File: config.mk
export PLATFORM = sky130hd
export DESIGN_NAME = ps2_rx_ctrl
export DESIGN_NICKNAME = d
export VERILOG_FILES = /design/src/rtl/ps2_pkg.sv /design/src/rtl/debounce.sv /design/src/rtl/ps2_rx_ctrl.sv
export SDC_FILE = /design/constraint.sdc
export NUM_CORES = 1
export LEC_CHECK = 0
export CORE_MARGIN = 3
export CORE_UTILIZATION = 25
export CTS_BUF_LIST = sky130_fd_sc_hd__clkbuf_8 sky130_fd_sc_hd__clkbuf_16
export CTS_CLUSTER_DIAMETER = 80
export DETAILED_ROUTE_END_ITERATION = 8
export PLACE_DENSITY = 0.41
export SYNTH_ARGS = -nofsm -noshare
export SYNTH_HDL_FRONTEND = slang
export SYNTH_HIERARCHICAL = 1
export SYNTH_SLANG_ARGS = --single-unit
File: constraint.sdc
create_clock -name clk -period 2.6 [get_ports clk]
set_input_delay 0.26 -clock clk [delete_from_list [all_inputs] [get_ports clk]]
set_output_delay 0.26 -clock clk [all_outputs]
set_load 0.005 [all_outputs]
File: src/rtl/ps2_pkg.sv
// Shared types and constants for the PS/2 receive path.
package ps2_pkg;

    typedef enum logic [2:0] {
        IDLE,
        DATA,
        PARITY,
        STOP
    } ps2_rx_state_t;

    localparam int PS2_DATA_BITS = 8;

    // Odd parity: the eight data bits plus the parity bit hold an odd number of ones.
    function automatic logic odd_parity_ok(input logic [PS2_DATA_BITS-1:0] data, input logic par);
        return ^{data, par};
    endfunction

endpackage

File: src/rtl/debounce.sv
// Debouncer: sig_out follows sig_in only after sig_in has differed from it for CYCLES clk.
// Shorter excursions are ignored. Output resets to RESET_VAL.
module debounce #(
    parameter int   CYCLES    = 16,
    parameter logic RESET_VAL = 1'b1
) (
    input  logic clk,
    input  logic rst,
    input  logic sig_in,
    output logic sig_out
);

    localparam int CW = (CYCLES > 1) ? $clog2(CYCLES) : 1;

    logic [CW-1:0] cnt;

    // NOTE: every flop here is sequential state, so only non-blocking assignments are used.
    always_ff @(posedge clk or posedge rst) begin
        if (rst) begin
            cnt     <= '0;
            sig_out <= RESET_VAL;
        end else if (sig_in == sig_out) begin
            cnt <= '0;
        end else if (cnt == CW'(CYCLES - 1)) begin
            cnt     <= '0;
            sig_out <= sig_in;
        end else begin
            cnt <= cnt + 1'b1;
        end
    end

endmodule

File: src/rtl/ps2_rx_ctrl.sv
// PS/2 keyboard receive controller: sync + debounce, 11-bit frame FSM, timeout, valid/ready hold.
// Optional macro PS2_PARITY_CHECK_EN enables odd-parity checking at the stop bit.
module ps2_rx_ctrl
    import ps2_pkg::*;
#(
    parameter int DEBOUNCE_CYCLES = 16,
    parameter int TIMEOUT_CYCLES  = 50000
) (
    input  logic       clk,
    input  logic       rst,
    input  logic       ps2_clk,
    input  logic       ps2_data,
    output logic [7:0] data_out,
    output logic       data_valid,
    input  logic       data_ready,
    output logic       busy,
    output logic       frame_err,
    output logic       overrun
);

    localparam int TW = $clog2(TIMEOUT_CYCLES);

    logic [1:0] clk_sync;
    logic [1:0] data_sync;
    logic       dclk;
    logic       ddata;
    logic       dclk_q;
    logic       fall;

    ps2_rx_state_t state_q, state_d;
    logic [2:0]    bit_cnt_q;
    logic [TW-1:0] timer_q;
    logic [7:0]    sreg_q;
    logic          timeout;
    logic          good_frame;
    logic          frame_err_d;
    logic          parity_ok;

    // The bus idles high, so synchronisers come out of reset at 1 to avoid a phantom fall.
    always_ff @(posedge clk or posedge rst) begin
        if (rst) begin
            clk_sync  <= 2'b11;
            data_sync <= 2'b11;
            dclk_q    <= 1'b1;
        end else begin
            clk_sync  <= {clk_sync[0], ps2_clk};
            data_sync <= {data_sync[0], ps2_data};
            dclk_q    <= dclk;
        end
    end

    debounce #(.CYCLES(DEBOUNCE_CYCLES), .RESET_VAL(1'b1)) u_clk_db (
        .clk     (clk),
        .rst     (rst),
        .sig_in  (clk_sync[1]),
        .sig_out (dclk)
    );

    debounce #(.CYCLES(DEBOUNCE_CYCLES), .RESET_VAL(1'b1)) u_data_db (
        .clk     (clk),
        .rst     (rst),
        .sig_in  (data_sync[1]),
        .sig_out (ddata)
    );

    assign fall = dclk_q & ~dclk;

`ifdef PS2_PARITY_CHECK_EN
    logic parity_q;

    always_ff @(posedge clk or posedge rst) begin
        if (rst) begin
            parity_q <= 1'b0;
        end else if (fall && state_q == PARITY) begin
            parity_q <= ddata;
        end
    end

    assign parity_ok = odd_parity_ok(sreg_q, parity_q);
`else
    assign parity_ok = 1'b1;
`endif

    // A fall in the final timer cycle keeps the frame alive.
    assign timeout = (state_q != IDLE) && !fall && (timer_q == TW'(TIMEOUT_CYCLES - 1));

    // NOTE: defaults first so every path assigns every output and no latch is inferred.
    always_comb begin
        state_d     = state_q;
        frame_err_d = 1'b0;
        good_frame  = 1'b0;
        if (timeout) begin
            state_d     = IDLE;
            frame_err_d = 1'b1;
        end else if (fall) begin
            case (state_q)
                IDLE:   if (!ddata) state_d = DATA;
                DATA:   if (bit_cnt_q == 3'(PS2_DATA_BITS - 1)) state_d = PARITY;
                PARITY: state_d = STOP;
                STOP: begin
                    state_d = IDLE;
                    if (ddata && parity_ok) good_frame  = 1'b1;
                    else                    frame_err_d = 1'b1;
                end
                default: state_d = IDLE;
            endcase
        end
    end

    always_ff @(posedge clk or posedge rst) begin
        if (rst) begin
            state_q   <= IDLE;
            bit_cnt_q <= '0;
            timer_q   <= '0;
            sreg_q    <= '0;
        end else begin
            state_q <= state_d;
            if (state_q == IDLE || fall || timeout) timer_q <= '0;
            else                                    timer_q <= timer_q + 1'b1;
            if (fall && state_q == IDLE) begin
                bit_cnt_q <= '0;
            end else if (fall && state_q == DATA) begin
                sreg_q    <= {ddata, sreg_q[7:1]};
                bit_cnt_q <= bit_cnt_q + 1'b1;
            end
        end
    end

    // Holding register: a new byte may replace the held one only in its accept cycle.
    always_ff @(posedge clk or posedge rst) begin
        if (rst) begin
            data_out   <= 8'h00;
            data_valid <= 1'b0;
            frame_err  <= 1'b0;
            overrun    <= 1'b0;
        end else begin
            frame_err <= frame_err_d;
            overrun   <= good_frame && data_valid && !data_ready;
            if (good_frame && (!data_valid || data_ready)) begin
                data_out   <= sreg_q;
                data_valid <= 1'b1;
            end else if (data_valid && data_ready) begin
                data_valid <= 1'b0;
            end
        end
    end

    assign busy = (state_q != IDLE);

endmodule

==> results of run 1 <==
## path summary, 6_finish.rpt
check                      cells past startpoint        start  slack [ns]         endpoint
max in group asynchronous                      3          rst        1.67     data_sync[0]
setup / recovery                               4   state_q[0]        0.52             busy
hold reg to reg                                0  clk_sync[0]        0.36      clk_sync[1]
hold / removal                                 2          rst        0.23  u_clk_db/cnt[3]
min in group clk                               1      ps2_clk        0.35      clk_sync[0]
setup reg to reg                               4   timer_q[5]        0.64       state_q[1]
## cell usage after synthesis (3+ instances only)
library cell and count:
sky130_fd_sc_hd__clkbuf_1 4, sky130_fd_sc_hd__dfstp_2 7, sky130_fd_sc_hd__nor2_1 20, sky130_fd_sc_hd__nand3_1 9, sky130_fd_sc_hd__ha_1 9, sky130_fd_sc_hd__dfrtp_1 48
sky130_fd_sc_hd__xor2_1 12, sky130_fd_sc_hd__mux2_2 17, sky130_fd_sc_hd__nand4_1 4, sky130_fd_sc_hd__nor2b_1 4, sky130_fd_sc_hd__and3_1 3, sky130_fd_sc_hd__inv_1 9
sky130_fd_sc_hd__xnor2_1 6, sky130_fd_sc_hd__and4_1 3, sky130_fd_sc_hd__nand2_1 6
## registers in the layout, summed over array words and instances (netlist names)
| name | flops |
|---|---|
| state_q | 2 |
| u_clk_db/sig_out | 1 |
| dclk_q | 1 |
| data_valid | 1 |
| u_data_db/cnt | 4 |
| data_out | 8 |
| frame_err | 1 |
| bit_cnt_q | 3 |
| sreg_q | 8 |
| u_clk_db/cnt | 4 |
| timer_q | 16 |
| clk_sync | 2 |
| data_sync | 2 |
| u_data_db/sig_out | 1 |
| overrun | 1 |
## kinds of logic (layout without fill, tap and decap cells)
logic type	count (synthesis)	count (layout)	synth area share
flip-flops	55	55	0.5654
buffers and inverters	15	37	0.02655
XOR/XNOR	18	18	0.06435
AND/OR/NAND/NOR	64	64	0.1547
adder cells (fa/ha/maj)	9	9	0.04597
AO/OA/AOI/OAI	16	16	0.04853
multiplexers	20	20	0.09448
## metal layers
| metal | share of wire | GRT usage | wire length (µm) | vias to the layer above |
|---|---|---|---|---|
| li1 | - | - | - | 728 |
| met2 | 0.45 | 0.1265 | 1936 | 14 |
| met4 | 0.0089 | 0.02812 | 38 | 0 |
| met3 | 0.027 | 0.02285 | 115 | 4 |
| met1 | 0.51 | 0.1179 | 2179 | 719 |
| met5 | 0 | 0 | 0 | - |
## cells in the final DEF, fill, tap and decap left out, types with 3 or more instances in the layout
cell and n:
sky130_fd_sc_hd__dfrtp_1 48, sky130_fd_sc_hd__nor2_1 20, sky130_fd_sc_hd__mux2_2 17, sky130_fd_sc_hd__clkdlybuf4s50_1 16, sky130_fd_sc_hd__xor2_1 12, sky130_fd_sc_hd__nand3_1 9
sky130_fd_sc_hd__ha_1 9, sky130_fd_sc_hd__inv_1 8, sky130_fd_sc_hd__dfstp_2 7, sky130_fd_sc_hd__nand2_1 6, sky130_fd_sc_hd__xnor2_1 6, sky130_fd_sc_hd__clkbuf_8 5
sky130_fd_sc_hd__nor2b_1 4, sky130_fd_sc_hd__nand4_1 4, sky130_fd_sc_hd__and4_1 3, sky130_fd_sc_hd__and3_1 3, sky130_fd_sc_hd__buf_4 3
## power by group
part	switching (W)	total (W)	internal [W]	leakage (nW)
sequential	0.0000101	0.000879	0.000869	0.739
combinational	0.0000309	0.0000525	0.0000216	0.479
clock	0.000289	0.000483	0.000193	0.0408
## final cells by class
cell class | count | area [µm²] | share of cell area
flip-flops and latches | 55 | 1385 | 0.4817
multi-input cells | 127 | 999.7 | 0.3477
repair buffers | 20 | 202.7 | 0.07050
well taps | 129 | 161.4 | 0.05614
clock buffers | 5 | 68.82 | 0.02393
inverters | 9 | 33.78 | 0.01175
clock inverters | 3 | 23.77 | 0.008268
## through the flow
stage | std cells | hold WS [ns]
finish | 348 | 0.2255
global route | 348 | 0.2308
CTS | 348 | 0.2306
detailed placement | 340 | 0.3476
floorplan | 197 | 0.03779
global placement | 340 | 0.3472
==> results by stage, run 1 <==
Status:
- The run finished with clean final reports.

Placed design:
- The detailed placer's ending HPWL is 3.045 mm.
- Port buffering added 16 buffers.
- At the placement stage, the worst setup path has a slack of 0.6558 ns.
- Summing all placed instances gives a cell area of 2783 µm².
- The placer congestion estimate is 0.7477.

Setup path:
- Among the stages of the critical path, the cell type that occurs most often is sky130_fd_sc_hd__inv_1.
- The worst setup path is captured at an output port.
- Traced cell by cell, the critical path runs through inv_1 > ha_1 > inv_1 > clkdlybuf4s50_1.
- The endpoint arrival time on the critical path is 1.82 ns.
- The family with the most delay on the worst path is buffers and inverters.
- The required arrival time at the worst endpoint is 2.34 ns.
- The highest fanout seen on the critical path is 9.
- The delay of the slowest cell on the worst path is 0.46 ns.
- The critical path class is register to output port.
- The slowest cell on the critical path is sky130_fd_sc_hd__clkdlybuf4s50_1.
- The number of buffers and inverters on the critical path is 3.
- The worst setup path is launched from a register.

GRT:
- The number of global-route vias before repair is 1505.
- Global routing finished with a remaining overflow of 0.
- The number of antenna violations at the first check in global routing is 0.
- The first-pass GRT wire length is 7.610 mm.
- For this run, the total global-route usage over all layers was measured as 0.08453.
- The largest net degree at the start of global routing is 25.

Cells and area:
- The number of nets in the layout is 232.
- The filler cells instantiated in the layout total 984.
- Measured on the finished design, the core utilization comes to 0.3068.
- 0 antenna diodes ended up in the layout.
- The finished cells cover 2875 µm².
- Of the cells placed in the final design, the portion with a size suffix greater than 1 is 0.2192.
- The area growth from synthesis to layout is 17.36%.

Timing:
- For the final database, setup skew stands at 0.01617 ns.
- Counting I/O delays and the setup requirement, the final critical path takes 2.082 ns.
- Setup violations remaining at the end of the flow were counted as 0.
- The setup slack after layout is 0.5184 ns.
- Setup repair after global routing left no endpoint under its margin.
- Measured against its own limit, the worst slew margin works out to 0.6657.
- Based on the critical path, the design can be clocked at up to 480.4 MHz.
- The final hold violation count is 0.
- The post-route fraction of the period consumed by the critical path is 0.8006.
- For the pin with the worst max-slew slack, the measured transition is 0.5007 ns.
- After routing, the total negative slack on setup checks comes to 0 ns.
- The count of final max-slew check failures came to 0.

Routing:
- The detail route stage leaves a number of antenna-violating nets equal to 0.
- The first detailed-routing pass ran for 4 iterations.
- The number of DRC markers after the initial detailed-route iteration is 70.
- The detail-routed net length per standard cell is 12.27 µm.
- The sum of routed wire length over all layers is 4.269 mm.
- The detailed router placed 1465 vias in this run.
- In the routed design, unresolved DRC markers number 0.
- After detailed routing, the number of vias per cell comes to 4.210.

Clocking:
- After clock tree synthesis, the flow added hold-fix buffers numbering 0.
- The quantity of gates resized following cts is 0.
- TritonCTS built the clock tree.
- The number of clock sinks seen by CTS is 55.
- The later-pin clock latency in the skew report is 0.31 ns.
- The buffer levels on the longest clock path is 2.
- The clock root buffer is sky130_fd_sc_hd__clkbuf_8.
- The number of buffers created by CTS is 5.
- The setup fix buffers added after clock tree synthesis is 0.
- After clock tree synthesis, the clock-pin slew on the worst setup and hold paths is 0.10 ns.
- The H-tree generated during clock tree synthesis spans 2 levels.

Logic synthesis:
- The number of distinct library cells after synthesis is 42.
- The post-synthesis average cell area is 12.44 µm².
- After synthesis the netlist holds a flip-flop and latch count of 55.
- Ranked by total cell area, the synthesized netlist is headed by sky130_fd_sc_hd__dfrtp_1, sky130_fd_sc_hd__mux2_2, sky130_fd_sc_hd__dfstp_2.
- The flip-flop cell with the highest count after synthesis is sky130_fd_sc_hd__dfrtp_1.
- The sequential area share after synthesis is 0.5654.
- For this run, the number of Yosys warnings is 6.
- The largest total area in the synthesized netlist belongs to sky130_fd_sc_hd__dfrtp_1.
- The share of synthesized area in the top cell type comes to 0.4903.
- The post-synthesis cell count is 197.
- The count of flip-flops with a built-in enable after synthesis is 0.
- Of all flip-flops after synthesis, the portion carrying an async set or reset was 1.000.
- The synthesized netlist occupies a cell area of 2450 µm².
- The number of nets in the synthesized netlist is 211.

Die:
- 17 I/O pins were placed.
- The die area is 11020 µm².
- The initial utilization of the core area, before any placement, comes to 0.2614.
- The area of the core is 9371 µm².
- From bottom edge to top edge, the die measures 105.0 µm.
- The floorplan has 35 rows.
- The die width is 105.0 µm.

Pwr:
- The post-route total power is 0.001414 W.
- The leakage component of the power is 1.259 nW.
- The largest vdd supply drop is 0.1968 mV.
- The power density over the cells is 491.9 nW/µm².

Job:
- Max-cap violations in this run came to 0.

Min path:
- The path type of the worst min-delay path is primary input to async pin.
Note: power is estimated with default switching activity, not from simulation.
==> run 2, diff against run 1 <==
==> constraint.sdc (replaced) <==
create_clock -name clk -period 2 [get_ports clk]
set_input_delay 0.2 -clock clk [delete_from_list [all_inputs] [get_ports clk]]
set_output_delay 0.2 -clock clk [all_outputs]
set_load 0.005 [all_outputs]
==> run 2 against run 1 <==
  * Critical path depth stayed put
  * Sequential cell count did not move
  * Clock power grew 33%
  * First-iteration DRC count decreased by 30%
  * Clock-buffer cell count rose by 1
  * Non-clock buffer count grew 5
  * Cell count grew 1.4%
  * Via count grew 3.1%
  * Routed wire length down 0.37%
  * Final area rose by 1.4%
  * Hold slack worse by 0.069 ns
  * Critical endpoint is now state_q[1]
  * Largest cell class unchanged
  * Largest power group unchanged
  * Highest routed layer unchanged
==> results by stage, run 2 (synthesized netlist as in run 1, its figures left out) <==
Status:
- The run finished with clean final reports.

GRT:
- The number of global-route vias before repair is 1545 (+2.7%).
- The number of antenna violations at the first check in global routing is 0 (unchanged).
- The first-pass GRT wire length came to 7.541 mm (-0.91%).
- The leftover overflow at the end of global routing is 0 (unchanged).
- The largest net degree at the start of global routing is 46 (+84%).
- The total global-route track usage is 0.08449 (about the same).

Cells and area:
- In the final layout, the registers with the most flip-flops are timer_q: 16 flops, data_out: 8 flops, sreg_q: 8 flops.
- The number of nets in the layout is 237 (+2.2%).
- The library cells used most frequently in the layout, excluding fill and tap cells, are sky130_fd_sc_hd__dfrtp_1, sky130_fd_sc_hd__nor2_1, sky130_fd_sc_hd__mux2_2, sky130_fd_sc_hd__clkdlybuf4s50_1, sky130_fd_sc_hd__xor2_1.
- Relative to the synthesized area, the layout overhead comes to 19.00%.
- The filler cell count in the final layout is 985 (+0.10%).
- Counting flops per register, the top entry is timer_q.
- The fraction of layout cells with a size suffix above 1 is 0.2321 (+0.01296).
- The library cell used most frequently in the layout, excluding fill and tap cells, is sky130_fd_sc_hd__dfrtp_1.
- The number of diodes added for antenna fixing is 0 (unchanged).
- The number of flip-flops in the largest register was 16 (unchanged).

Timing:
- The shortest clock period the worst path allows after layout is 1.923 ns.
- The count of final max-slew check failures came to 0 (unchanged).
- The number of setup violations in the final report is 0 (unchanged).
- The slew at the pin closest to its max-slew limit is 0.3686 ns (-0.1321 ns).
- The worst hold slack is 0.1566 ns (-0.06894 ns).
- The final hold violation count was 0 (unchanged).
- The setup total negative slack came to 0 ns (unchanged).
- The worst slew slack as a fraction of its limit is 0.7525 (+0.08681).
- The peak clock frequency supported by timing is 520.0 MHz.
- The setup skew after layout was 0.009919 ns (-0.006249 ns).
- Setup repair after global routing left no endpoint under its margin.
- The post-route fraction of the period consumed by the critical path is 0.9615.

Pwr:
- The largest vdd supply drop is 0.2247 mV (+14%).
- The leakage component of the power was 1.295 nW (+2.9%).
- The power density over the cells came to 636.0 nW/µm² (+29%).

Clocking:
- The buffer levels on the longest clock path came to 2 (unchanged).
- The setup fix buffers added after clock tree synthesis is 0 (unchanged).
- The clock-pin slew on the worst setup and hold paths is 0.10 ns (about the same).
- The number of hold buffers added after cts is 0 (unchanged).
- The TritonCTS clock tree is done.
- The number of clock sinks seen by CTS came to 55 (unchanged).
- The H-tree level count came to 2 (unchanged).
- The root buffer cell chosen for the clock tree is sky130_fd_sc_hd__clkbuf_8.
- The number of buffers created by CTS is 5 (unchanged).
- The quantity of gates resized following cts is 0 (unchanged).
- The later-pin clock latency in the skew report came to 0.31 ns (about the same).

Setup path:
- The worst-case register-to-register setup slack is 0.08 ns (-0.56 ns).
- The highest fanout seen on the critical path is 3 (-6).
- The slowest stage of the critical path is the sky130_fd_sc_hd__or4_4 cell.
- The element type at the critical path start is a register.
- The worst register-to-register path begins at timer_q[7].
- By startpoint and endpoint, the worst setup path is classified as register to register.
- The family with the most delay on the worst path is simple AND/OR/NAND/NOR gates.
- The endpoint arrival time on the critical path is 2.11 ns (+0.29 ns).
- The required arrival time at the worst endpoint was 2.18 ns (-0.16 ns).
- The total stage count of the critical path is 4 (unchanged).
- The worst setup path is captured at a register.
- The delay of the slowest cell on the worst path is 0.59 ns (+0.13 ns).
- The number of cell instances on the worst register-to-register path is 4 (unchanged).
- The signal on the critical path passes through or4b_1 > or4_4 > nor3_4 > o211ai_1.
- The number of buffers and inverters on the critical path is 0 (-3).
- The capturing point of the worst reg2reg path is state_q[1].

Routing:
- The count of TritonRoute iterations in the first routing pass is 4 (unchanged).
- The number of nets with antenna violations after routing is 0 (unchanged).
- The number of remaining DRC errors was 0 (unchanged).
- The number of DRC markers after the initial detailed-route iteration is 49 (-30%).
- The sum of routed wire length over all layers is 4.253 mm (-0.37%).
- The detail-routed net length per standard cell came to 12.05 µm (-1.8%).
- The overall via count from detail_route is 1510 (+3.1%).
- The number of vias per cell is 4.278 (+1.6%).

Die:
- The die area is 11020 µm² (unchanged).
- The starting density of the core is 0.2614 (unchanged).
- The area of the core is 9371 µm² (unchanged).
- The die extent in y is 105.0 µm (unchanged).
- The die width is 105.0 µm (unchanged).
- The number of rows in the core area came to 35 (unchanged).
- The number of ports placed on the die boundary is 17 (unchanged).

Placed design:
- The detailed placer's ending HPWL is 2.967 mm (-2.6%).
- The number of buffers added on ports came to 16 (unchanged).
- The placer congestion estimate came to 0.7448 (-0.39%).

Job:
- The number of maximum-capacitance violations is 0 (unchanged).

Min path:
- The path type of the worst min-delay path is primary input to async pin.
## run 2: cell count changes in the layout (fill, tap and decap cells not counted)
cell                         change
sky130_fd_sc_hd__buf_4           +5
sky130_fd_sc_hd__clkbuf_8        +1
sky130_fd_sc_hd__clkinv_4        +1
sky130_fd_sc_hd__clkinvlp_4      -2
sky130_fd_sc_hd__inv_1           +1
sky130_fd_sc_hd__inv_6           -1
## run 2: routing by layer
| metal | share of wire | up-vias | global-route usage |
|---|---|---|---|
| li1 | - | 736 | - |
| met2 | 0.47 | 16 | 0.1324 |
| met5 | 0 | - | 0 |
| met1 | 0.48 | 753 | 0.1111 |
| met4 | 0.015 | 0 | 0.02812 |
| met3 | 0.029 | 5 | 0.02532 |
## run 2: report_power, final
group | internal, W | leakage [nW] | switching [W]
Combinational | 0.0000288 | 0.504 | 0.0000408
Clock | 0.000280 | 0.0526 | 0.000362
Sequential | 0.00113 | 0.739 | 0.0000125
## run 2: layout make-up
| type | instances | area, µm² | area share |
|---|---|---|---|
| flip-flops and latches | 55 | 1385 | 0.4751 |
| multi-input cells | 127 | 999.7 | 0.3429 |
| repair buffers | 25 | 240.2 | 0.08240 |
| well taps | 129 | 161.4 | 0.05536 |
| clock buffers | 6 | 82.58 | 0.02833 |
| inverters | 9 | 33.78 | 0.01159 |
| clock inverters | 2 | 12.51 | 0.004292 |
## run 2: through the flow
step	setup WS, ns	cell area [µm²]	util	power (W)	std cells
CTS	0.07416	2915	0.3111	0.001909	353
global placement	0.1172	2820	0.3009	0.001238	345
global route	0.0001037	2915	0.3111	0.001970	353
finish	0.07700	2915	0.3111	0.001854	353
detailed placement	0.07307	2820	0.3009	0.001237	345
floorplan	0.1297	2450	-	0.001207	197
## run 2: worst max-delay path by stage
| stage | from | slack, ns | endpoint |
|---|---|---|---|
| after floorplan | timer_q[5] | 0.13 | state_q[1] |
| after global placement | timer_q[7] | 0.12 | state_q[1] |
| after detailed placement | timer_q[7] | 0.07 | state_q[1] |
| after CTS | timer_q[7] | 0.07 | state_q[1] |
| after global routing | timer_q[10] | 0.0001 | state_q[1] |
| final | timer_q[7] | 0.08 | state_q[1] |
